## config.mk

```make
export PLATFORM = sky130hd
export DESIGN_NAME = pacman_grid_core
export DESIGN_NICKNAME = d
export VERILOG_FILES = /design/src/rtl/pacman_grid_core.sv
export SDC_FILE = /design/constraint.sdc
export NUM_CORES = 1
export LEC_CHECK = 0
export ABC_CLOCK_PERIOD_IN_PS = 5500
export CAP_MARGIN = 5
export CORE_MARGIN = 3
export CORE_UTILIZATION = 30
export DETAILED_ROUTE_END_ITERATION = 8
export HOLD_SLACK_MARGIN = 0.15
export PLACE_DENSITY = 0.55
export SYNTH_ARGS = -nofsm -noshare
export SYNTH_HDL_FRONTEND = slang
export SYNTH_SLANG_ARGS = --single-unit
export TNS_END_PERCENT = 10
```

## constraint.sdc

```tcl
create_clock -name clk -period 5.5 [get_ports clk]
set_input_delay 1.1 -clock clk [delete_from_list [all_inputs] [get_ports clk]]
set_output_delay 1.1 -clock clk [all_outputs]
set_load 0.01 [all_outputs]
```

## src/rtl/pacman_grid_core.sv

```systemverilog
// pacman_grid_core: grid playfield, rate-limited player, LFSR bean respawn,
// IDLE/PLAY/RESPAWN/WIN game FSM and a registered pixel/colour raster stream.
// Ports: clk, resetn (async, active-low), key[3:0] (R,L,U,D requests),
//   start (pulse); x, y, colour, frame_done (aligned raster outputs),
//   score, hex0 (active-low 7-seg of score), state.
// Option: define PACMAN_WRAP_EN to let edge moves wrap to the opposite edge.
module pacman_grid_core #(
   parameter int H_RES     = 320,
   parameter int V_RES     = 240,
   parameter int CELL_LOG2 = 4,
   parameter int GRID_COLS = 20,
   parameter int GRID_ROWS = 15,
   parameter int MOVE_DIV  = 5000000,
   parameter int SCORE_MAX = 9,
   parameter int START_C   = 10,
   parameter int START_R   = 11,
   parameter int BEAN_C    = 10,
   parameter int BEAN_R    = 7,
   parameter int OBS_C0    = 8,
   parameter int OBS_C1    = 11,
   parameter int OBS_R0    = 3,
   parameter int OBS_R1    = 4
) (
   input  logic                           clk,
   input  logic                           resetn,
   input  logic [3:0]                     key,
   input  logic                           start,
   output logic [$clog2(H_RES)-1:0]       x,
   output logic [$clog2(V_RES)-1:0]       y,
   output logic [2:0]                     colour,
   output logic                           frame_done,
   output logic [$clog2(SCORE_MAX+1)-1:0] score,
   output logic [6:0]                     hex0,
   output logic [1:0]                     state
);

   localparam int XW   = $clog2(H_RES);
   localparam int YW   = $clog2(V_RES);
   localparam int CW   = $clog2(GRID_COLS);
   localparam int RW   = $clog2(GRID_ROWS);
   localparam int SW   = $clog2(SCORE_MAX+1);
   localparam int MW   = (MOVE_DIV > 1) ? $clog2(MOVE_DIV) : 1;
   localparam int CELL = 1 << CELL_LOG2;

`ifdef PACMAN_WRAP_EN
   localparam bit WRAP = 1'b1;
`else
   localparam bit WRAP = 1'b0;
`endif

   localparam logic [1:0] S_IDLE = 2'd0;
   localparam logic [1:0] S_PLAY = 2'd1;
   localparam logic [1:0] S_RESP = 2'd2;
   localparam logic [1:0] S_WIN  = 2'd3;

   localparam logic [CW-1:0] C_MAX = CW'(GRID_COLS-1);
   localparam logic [RW-1:0] R_MAX = RW'(GRID_ROWS-1);
   localparam logic [CW-1:0] ST_C  = CW'(START_C);
   localparam logic [RW-1:0] ST_R  = RW'(START_R);
   localparam logic [CW-1:0] BN_C  = CW'(BEAN_C);
   localparam logic [RW-1:0] BN_R  = RW'(BEAN_R);
   localparam logic [CW-1:0] OC0   = CW'(OBS_C0);
   localparam logic [CW-1:0] OC1   = CW'(OBS_C1);
   localparam logic [RW-1:0] OR0   = RW'(OBS_R0);
   localparam logic [RW-1:0] OR1   = RW'(OBS_R1);
   localparam logic [SW-1:0] S_MAX = SW'(SCORE_MAX);
   localparam logic [MW-1:0] M_MAX = MW'(MOVE_DIV-1);

   localparam logic [XW-1:0] SX_MAX  = XW'(H_RES-1);
   localparam logic [YW-1:0] SY_MAX  = YW'(V_RES-1);
   localparam logic [XW-1:0] G_COLS  = XW'(GRID_COLS);
   localparam logic [YW-1:0] G_ROWS  = YW'(GRID_ROWS);
   localparam logic [XW-1:0] GX_LAST = XW'((GRID_COLS << CELL_LOG2) - 1);
   localparam logic [YW-1:0] GY_LAST = YW'((GRID_ROWS << CELL_LOG2) - 1);
   localparam logic [CELL_LOG2-1:0] B_LO = CELL_LOG2'(CELL/4);
   localparam logic [CELL_LOG2-1:0] B_HI = CELL_LOG2'(3*CELL/4);

   function automatic logic is_obs(input logic [CW-1:0] c,
                                   input logic [RW-1:0] r);
      return (c >= OC0) && (c <= OC1) && (r >= OR0) && (r <= OR1);
   endfunction

   logic [1:0]    state_q, state_d;
   logic [CW-1:0] pc_q, pc_d, bc_q, bc_d;
   logic [RW-1:0] pr_q, pr_d, br_q, br_d;
   logic [SW-1:0] score_q, score_d;
   logic [MW-1:0] mcnt_q, mcnt_d;
   logic [15:0]   lfsr_q, lfsr_d;
   logic [XW-1:0] sx_q, sx_d, x_q;
   logic [YW-1:0] sy_q, sy_d, y_q;
   logic [2:0]    colour_q, colour_d;
   logic          fd_q, fd_d;

   logic          tick, hit, mv, wrapped, blocked, cand_ok;
   logic [CW-1:0] tc, cand_c;
   logic [RW-1:0] tr, cand_r;
   logic [SW-1:0] score_inc;

   assign tick      = (state_q == S_PLAY) && (mcnt_q == M_MAX);
   assign hit       = (pc_q == bc_q) && (pr_q == br_q);
   assign score_inc = score_q + 1'b1;
   assign cand_c    = lfsr_q[CW-1:0];
   assign cand_r    = lfsr_q[8+RW-1:8];
   assign cand_ok   = (cand_c <= C_MAX) && (cand_r <= R_MAX) &&
                      !is_obs(cand_c, cand_r) &&
                      !((cand_c == pc_q) && (cand_r == pr_q));

   // Target cell of the highest-priority requested move.
   always_comb begin
      tc      = pc_q;
      tr      = pr_q;
      mv      = 1'b0;
      wrapped = 1'b0;
      if (key[0]) begin
         mv = 1'b1;
         if (pc_q == C_MAX) begin
            tc      = '0;
            wrapped = 1'b1;
         end else begin
            tc = pc_q + 1'b1;
         end
      end else if (key[1]) begin
         mv = 1'b1;
         if (pc_q == '0) begin
            tc      = C_MAX;
            wrapped = 1'b1;
         end else begin
            tc = pc_q - 1'b1;
         end
      end else if (key[2]) begin
         mv = 1'b1;
         if (pr_q == '0) begin
            tr      = R_MAX;
            wrapped = 1'b1;
         end else begin
            tr = pr_q - 1'b1;
         end
      end else if (key[3]) begin
         mv = 1'b1;
         if (pr_q == R_MAX) begin
            tr      = '0;
            wrapped = 1'b1;
         end else begin
            tr = pr_q + 1'b1;
         end
      end
      blocked = (wrapped && !WRAP) || is_obs(tc, tr);
   end

   always_ff @(posedge clk or negedge resetn) begin
      if (!resetn) state_q <= S_IDLE;
      else         state_q <= state_d;
   end

   always_comb begin
      state_d = state_q;
      unique case (state_q)
         S_IDLE: if (start) state_d = S_PLAY;
         S_PLAY: if (hit) state_d = (score_inc == S_MAX) ? S_WIN : S_RESP;
         S_RESP: if (cand_ok) state_d = S_PLAY;
         S_WIN:  if (start) state_d = S_PLAY;
         default: state_d = S_IDLE;
      endcase
   end

   // Game datapath; a collection cycle takes precedence over a move.
   always_comb begin
      pc_d    = pc_q;
      pr_d    = pr_q;
      bc_d    = bc_q;
      br_d    = br_q;
      score_d = score_q;
      unique case (state_q)
         S_PLAY: begin
            if (hit) begin
               score_d = score_inc;
            end else if (tick && mv && !blocked) begin
               pc_d = tc;
               pr_d = tr;
            end
         end
         S_RESP: begin
            if (cand_ok) begin
               bc_d = cand_c;
               br_d = cand_r;
            end
         end
         S_WIN: begin
            if (start) begin
               pc_d    = ST_C;
               pr_d    = ST_R;
               bc_d    = BN_C;
               br_d    = BN_R;
               score_d = '0;
            end
         end
         default: ;
      endcase
   end

   always_comb begin
      mcnt_d = '0;
      if (state_q == S_PLAY) mcnt_d = tick ? '0 : mcnt_q + 1'b1;
      lfsr_d = {lfsr_q[14:0], lfsr_q[15] ^ lfsr_q[13] ^ lfsr_q[12] ^ lfsr_q[10]};
      sx_d   = (sx_q == SX_MAX) ? '0 : sx_q + 1'b1;
      sy_d   = sy_q;
      if (sx_q == SX_MAX) sy_d = (sy_q == SY_MAX) ? '0 : sy_q + 1'b1;
      fd_d   = (sx_q == SX_MAX) && (sy_q == SY_MAX);
   end

   // Pixel colour for the current raster position.
   logic [XW-1:0]        gx;
   logic [YW-1:0]        gy;
   logic [CW-1:0]        gc;
   logic [RW-1:0]        gr;
   logic [CELL_LOG2-1:0] ox, oy;

   always_comb begin
      gx = sx_q >> CELL_LOG2;
      gy = sy_q >> CELL_LOG2;
      gc = gx[CW-1:0];
      gr = gy[RW-1:0];
      ox = sx_q[CELL_LOG2-1:0];
      oy = sy_q[CELL_LOG2-1:0];
      colour_d = 3'b000;
      if ((gx < G_COLS) && (gy < G_ROWS)) begin
         if ((gc == pc_q) && (gr == pr_q))
            colour_d = (state_q == S_WIN) ? 3'b110 : 3'b100;
         else if ((gc == bc_q) && (gr == br_q) &&
                  (ox >= B_LO) && (ox < B_HI) &&
                  (oy >= B_LO) && (oy < B_HI))
            colour_d = 3'b010;
         else if (is_obs(gc, gr))
            colour_d = 3'b111;
         else if ((sx_q == '0) || (sy_q == '0) ||
                  (sx_q == GX_LAST) || (sy_q == GY_LAST))
            colour_d = 3'b001;
      end
   end

   always_ff @(posedge clk or negedge resetn) begin
      if (!resetn) begin
         pc_q     <= ST_C;
         pr_q     <= ST_R;
         bc_q     <= BN_C;
         br_q     <= BN_R;
         score_q  <= '0;
         mcnt_q   <= '0;
         lfsr_q   <= 16'hACE1;
         sx_q     <= '0;
         sy_q     <= '0;
         x_q      <= '0;
         y_q      <= '0;
         colour_q <= '0;
         fd_q     <= 1'b0;
      end else begin
         pc_q     <= pc_d;
         pr_q     <= pr_d;
         bc_q     <= bc_d;
         br_q     <= br_d;
         score_q  <= score_d;
         mcnt_q   <= mcnt_d;
         lfsr_q   <= lfsr_d;
         sx_q     <= sx_d;
         sy_q     <= sy_d;
         x_q      <= sx_q;
         y_q      <= sy_q;
         colour_q <= colour_d;
         fd_q     <= fd_d;
      end
   end

   logic [3:0] s4;

   always_comb begin
      s4 = 4'(score_q);
      unique case (s4)
         4'h0: hex0 = 7'b1000000;
         4'h1: hex0 = 7'b1111001;
         4'h2: hex0 = 7'b0100100;
         4'h3: hex0 = 7'b0110000;
         4'h4: hex0 = 7'b0011001;
         4'h5: hex0 = 7'b0010010;
         4'h6: hex0 = 7'b0000010;
         4'h7: hex0 = 7'b1111000;
         4'h8: hex0 = 7'b0000000;
         4'h9: hex0 = 7'b0010000;
         4'hA: hex0 = 7'b0001000;
         4'hB: hex0 = 7'b0000011;
         4'hC: hex0 = 7'b1000110;
         4'hD: hex0 = 7'b0100001;
         4'hE: hex0 = 7'b0000110;
         default: hex0 = 7'b0001110;
      endcase
   end

   assign x          = x_q;
   assign y          = y_q;
   assign colour     = colour_q;
   assign frame_done = fd_q;
   assign score      = score_q;
   assign state      = state_q;

endmodule

```

==> flow_metrics.env, run 1 <==
export IMPL_cts_made_buffers=9
export IMPL_power_switching_mw=1.008
export IMPL_synth_common_cells="dfrtp_1 (83), nor2_1 (68), xnor2_1 (41)"
export IMPL_worstMarginPinSlew_ps=1093
export IMPL_root_buffer="clkbuf_16"
export IMPL_yosysMostFrequentCell="dfrtp_1"
export IMPL_synth_fp_nets=608
export IMPL_syn_inst=581
export IMPL_power_internal_mw=1.613
export IMPL_finalHoldViolCount=0
export IMPL_ys_flop_type="dfrtp_1"
export IMPL_antenna_found_initial=0
export IMPL_nFillCells=1829
export IMPL_synth_area_leaders="dfrtp_1 (37%), dfstp_2 (8.4%), xnor2_1 (6.4%)"
export IMPL_powerDensity_mw_per_mm2=407.6
export IMPL_ir_drop_uv=169.8
export IMPL_slew_headroom_pct=26.50
export IMPL_dpl_instance_area_mm2=0.006145
export IMPL_crit_fanout=21
export IMPL_period_share_pct=73.20
export IMPL_num_io_pins=41
export IMPL_finClkSkew_ps=11.52
export IMPL_dpl_hpwl_um=8630
export IMPL_clock_power_share_pct=23.2
export IMPL_dieArea_mm2=0.02035
export IMPL_yosysTopAreaCellShare_pct=37.08
export IMPL_wl_um=12560
export IMPL_place_gp_congestion=0.8073
export IMPL_die_h_um=142.6
export IMPL_cts_max_level=3
export IMPL_grtUsageTotal_pct=12.81
export IMPL_vias=4192
export IMPL_utilization_pct=35.44
export IMPL_pwr_share_comb_pct=37.1
export IMPL_setup_worst_path_end_class="flip-flop"
export IMPL_fin_area_mm2=0.006431
export IMPL_rsz0062_at_grt="false"
export IMPL_max_cap_viol_count=0
export IMPL_hold_buffers=0
export IMPL_die_x_um=142.6
export IMPL_syn_area_per_cell_um2=9.641
export IMPL_p_leak_nw=2.647
export IMPL_clk_pin_slew_ps=80
export IMPL_design_core_area_mm2=0.01815
export IMPL_final_max_slew_viol_count=0
export IMPL_multi_input_area_mm2=0.002816
export IMPL_ys_seq_area_share_pct=45.52
export IMPL_via_per_inst=5.032
export IMPL_netlist_area_mm2=0.005602
export IMPL_crit_arrival_ps=4260
export IMPL_synth_edf_count=0
export IMPL_post_cts_buffers=0
export IMPL_cts_tree="built"
export IMPL_clock_latency_ps=350
export IMPL_fin_crit_ps=4026
export IMPL_cts_resized=0
export IMPL_setup_viol_count_final=0
export IMPL_drc=0
export IMPL_synth_seq_cells=101
export IMPL_rows=49
export IMPL_grt_pass1_wl_um=21230
export IMPL_numClockSinks=101
export IMPL_ant_nets=0
export IMPL_crit_required_ps=5740
export IMPL_yosysWarningCount=0
export IMPL_post_synth_top_area_cell="dfrtp_1"
export IMPL_synth_distinct_cells=62
export IMPL_drive_gt1_share_pct=9.950
export IMPL_min_path_type="flip-flop to flip-flop"
export IMPL_fin_hold_ws_ps=349.8
export IMPL_area_sequential_mm2=0.002550
export IMPL_gr_total_overflow=0
export IMPL_fin_nets=625
export IMPL_drt_iter0_drc=215
export IMPL_p_sw_share_pct=38.46
export IMPL_clock_fmax_ghz=0.2484
export IMPL_seq_power_share_pct=39.7
export IMPL_grt_pass1_vias=4210
export IMPL_p_total_mw=2.621
export IMPL_area_growth_syn_to_layout_pct=14.81
export IMPL_start_kind="primary input"
export IMPL_start_util_pct=30.87
export IMPL_grt_max_degree=72
export IMPL_critPathKind="primary input to flip-flop"
export IMPL_portBuffers=40
export IMPL_async_flop_share_pct=100.0
export IMPL_wl_per_cell_um=15.08
export IMPL_finalSetupTns_ps=0
export IMPL_drt_pass1_iter_count=4
export IMPL_outcome="completed"
export IMPL_cts_path_max_buffers=2
placed cells by master, fill, tap and decap left out, drive strengths merged, types with 4 or more instances in the layout:
cell type	netlist	routed
a21oi	26	26
a31o	4	4
and3	6	6
clkbuf	22	11
clkdlybuf4s50	0	39
dfrtp	83	83
dfstp	18	18
ha	20	20
inv	21	23
mux2	7	7
mux2i	10	10
nand2	34	34
nand2b	5	5
nand3	32	32
nand3b	6	6
nand4	12	12
nor2	68	68
nor2b	8	8
nor3	15	15
nor4	10	10
o21ai	30	30
o31ai	7	7
or3	6	6
xnor2	41	41
xor2	29	29
routing by layer:
metal,global-route usage (%),vias up,part of all wire [%]
li1,-,2052,-
met1,16.95,2053,47
met2,20.23,77,47
met3,3.985,10,4.9
met4,3.852,0,1.2
met5,0,-,0
through the flow:
step | cells | setup WS, ps
global placement | 816 | 1344
global route | 832 | 1243
finish | 833 | 1474
detailed placement | 816 | 1159
floorplan | 581 | 2242
CTS | 832 | 1484
worst max-delay path, cell delays in order:
cell and delay, ps:
clkdlybuf4s50_1 760, or3b_1 570, a2111oi_1 440, nor3_1 150
o21ai_0 160, a2111oi_4 70, a2111oi_4 600, mux2_2 410
worst paths after layout:
kind	startpoint	endpoint	slack, ps	cells past startpoint
setup / recovery	key[0]	pc_q[4]	1470	8
hold / removal	lfsr_q[14]	lfsr_q[15]	350	0
setup reg to reg	pr_q[0]	pc_q[4]	2150	9
hold reg to reg	lfsr_q[14]	lfsr_q[15]	350	0
max in group asynchronous	resetn	lfsr_q[11]	3650	2
min in group asynchronous	resetn	y[1]	860	1
layout make-up:
| cell class | count | area share [%] |
|---|---|---|
| multi-input cells | 423 | 43.79 |
| clock inverters | 5 | 0.6420 |
| repair buffers | 42 | 6.420 |
| inverters | 21 | 1.226 |
| well taps | 229 | 4.455 |
| diodes | 1 | 0.03891 |
| flip-flops and latches | 101 | 39.65 |
| clock buffers | 11 | 3.774 |
flip-flops by register name, indices dropped and copies added, names as in the netlist, 3 cells and up:
register	cells
bc_q	5
br_q	4
colour	3
lfsr_q	16
mcnt_q	23
pc_q	5
pr_q	4
score	4
sx_q	9
sy_q	8
x	9
y	8
power by group through the flow:
stage                     registers [mW]  logic (mW)  clock network, mW
after floorplan                    0.937       0.767                  0
after detailed placement            1.05       0.972                  0
after global placement              1.05       0.958                  0
after CTS                           1.04       0.980              0.632
final                               1.04       0.972              0.609
after global routing                1.06        1.08              0.660
kinds of logic after synthesis:
family          Yosys count  synth area share, %
simple gates            222                20.39
compound gates           94                11.28
flops                   101                45.52
xor+xnor                 70                10.94
mux                      17                3.194
fa+ha+maj                20                4.467
buf+inv                  57                4.199
No activity file was read; power rests on OpenSTA's default activity.
==> inputs of run 2 (changes only) <==
Settings changed: ABC_CLOCK_PERIOD_IN_PS 5500 to 3780.
Clock period 5.5 ns to 3.78 ns, I/O delays scaled along.
==> flow_metrics.env, run 2 (same netlist as run 1, synthesis figures left out) <==
export IMPL_clock_latency_ps=360
export IMPL_drive_gt1_share_pct=11.44
export IMPL_outcome="completed"
export IMPL_slew_headroom_pct=42.39
export IMPL_dp_cells=825
export IMPL_critPathKind="primary input to flip-flop"
export IMPL_cts_tree="built"
export IMPL_fin_hold_ws_ps=358.2
export IMPL_grt_pass1_vias=4164
export IMPL_dieArea_mm2=0.02035
export IMPL_start_util_pct=30.87
export IMPL_wl_per_cell_um=14.60
export IMPL_place_ws_ps=166.3
export IMPL_grt_max_degree=69
export IMPL_cp_cell_sequence="clkdlybuf4s50_1, or3b_1, a2111oi_1, nor3_1, o21ai_0, a2111oi_4, a2111oi_4, mux2_2"
export IMPL_die_h_um=142.6
export IMPL_clock_fmax_ghz=0.3044
export IMPL_finalHoldViolCount=0
export IMPL_cts_max_level=3
export IMPL_setup_viol_count_final=0
export IMPL_antenna_found_initial=0
export IMPL_final_max_slew_viol_count=0
export IMPL_powerDensity_mw_per_mm2=595.4
export IMPL_final_cell_mix="dfrtp_1 (83), nor2_1 (68), xnor2_1 (41), clkdlybuf4s50_1 (39), nand2_1 (34)"
export IMPL_diodes=0
export IMPL_portBuffers=40
export IMPL_drc=0
export IMPL_die_x_um=142.6
export IMPL_dpl_hpwl_um=8623
export IMPL_crit_buf_inv=1
export IMPL_rsz0062_at_grt="false"
export IMPL_crit_arrival_ps=3530
export IMPL_finClkSkew_ps=8.305
export IMPL_wl_um=12280
export IMPL_dpl_instance_area_mm2=0.006212
export IMPL_grtUsageTotal_pct=12.44
export IMPL_crit_fanout=9
export IMPL_ant_nets=0
export IMPL_cts_path_max_buffers=2
export IMPL_largestRegisters="mcnt_q: 23 flops, lfsr_q: 16 flops"
export IMPL_period_share_pct=86.91
export IMPL_cts_made_buffers=9
export IMPL_regMostFlops="mcnt_q"
export IMPL_crit_slowest_cell="a2111oi_4"
export IMPL_design_core_area_mm2=0.01815
export IMPL_layout_setup_ws_ps=494.9
export IMPL_setup_worst_path_end_class="flip-flop"
export IMPL_p_total_mw=3.872
export IMPL_ir_drop_uv=218.5
export IMPL_min_path_type="flip-flop to flip-flop"
export IMPL_worst_path_most_repeated_cell="a2111oi_4"
export IMPL_cts_resized=0
export IMPL_post_cts_buffers=0
export IMPL_drt_pass1_iter_count=7
export IMPL_worstMarginPinSlew_ps=864.2
export IMPL_crit_required_ps=4020
export IMPL_root_buffer="clkbuf_16"
export IMPL_finalSetupTns_ps=0
export IMPL_start_kind="primary input"
export IMPL_final_common_cell="dfrtp_1"
export IMPL_fin_cells=841
export IMPL_fin_area_mm2=0.006504
export IMPL_num_io_pins=41
export IMPL_via_per_inst=5.051
export IMPL_numClockSinks=101
export IMPL_cpLargestDelayFamily="compound AO/OA/AOI/OAI gates"
export IMPL_slowest_delay_ps=580
export IMPL_fin_nets=634
export IMPL_largest_reg_flops=23
export IMPL_drt_iter0_drc=286
export IMPL_max_cap_viol_count=0
export IMPL_area_growth_syn_to_layout_pct=16.10
export IMPL_fin_crit_ps=3285
export IMPL_rows=49
export IMPL_p_leak_nw=2.702
export IMPL_place_gp_congestion=0.9164
export IMPL_utilization_pct=35.84
export IMPL_hold_buffers=0
export IMPL_gr_total_overflow=0
export IMPL_grt_pass1_wl_um=20640
export IMPL_vias=4248
export IMPL_clk_pin_slew_ps=70
[run 2: cell count changes in the layout (fill, tap and decap cells not counted), sizes merged]
cell,delta
buf,+9
clkbuf,-2
clkinv,+2
clkinvlp,-2
diode,-1
inv,+2
[run 2: final timing paths]
path	end	slack, ps	depth (start not counted)	startpoint
worst max-delay path	pr_q[2]	490	8	key[0]
worst max register to register	pr_q[2]	560	9	pr_q[0]
max in group asynchronous	pc_q[1]	2440	2	resetn
worst min register to register	lfsr_q[7]	360	0	lfsr_q[6]
worst min-delay path	lfsr_q[7]	360	0	lfsr_q[6]
min in group asynchronous	x[6]	490	1	resetn
[run 2: cell type report]
cell class / count / area [um^2]
fillers: 1815 / 11640
multi-input cells: 423 / 2816
flip-flops and latches: 101 / 2550
repair buffers: 51 / 480.5
well taps: 229 / 286.5
clock buffers: 9 / 225.2
inverters: 21 / 78.83
clock inverters: 7 / 66.31
[run 2: per-layer routing]
metal  track usage (%)  vias up  share of wire [%]
met5                 0        -                  0
met1             16.44     2082                 47
li1                  -     2056                  -
met3             2.780       13                4.1
met2             20.33       97                 47
met4             4.002        0                1.3
[run 2: power by group]
group,internal [mW],leakage (nW),switching (mW)
Sequential,1.23,1.30,0.277
Combinational,0.675,1.26,0.776
Clock,0.464,0.144,0.446
Total,2.37,2.70,1.50
==> inputs of run 3 (changes only) <==
Settings changed: SETUP_SLACK_MARGIN set to 0.05.
==> results of run 3 <==
No change in the layout: final DEF, timing and power equal those of run 2.
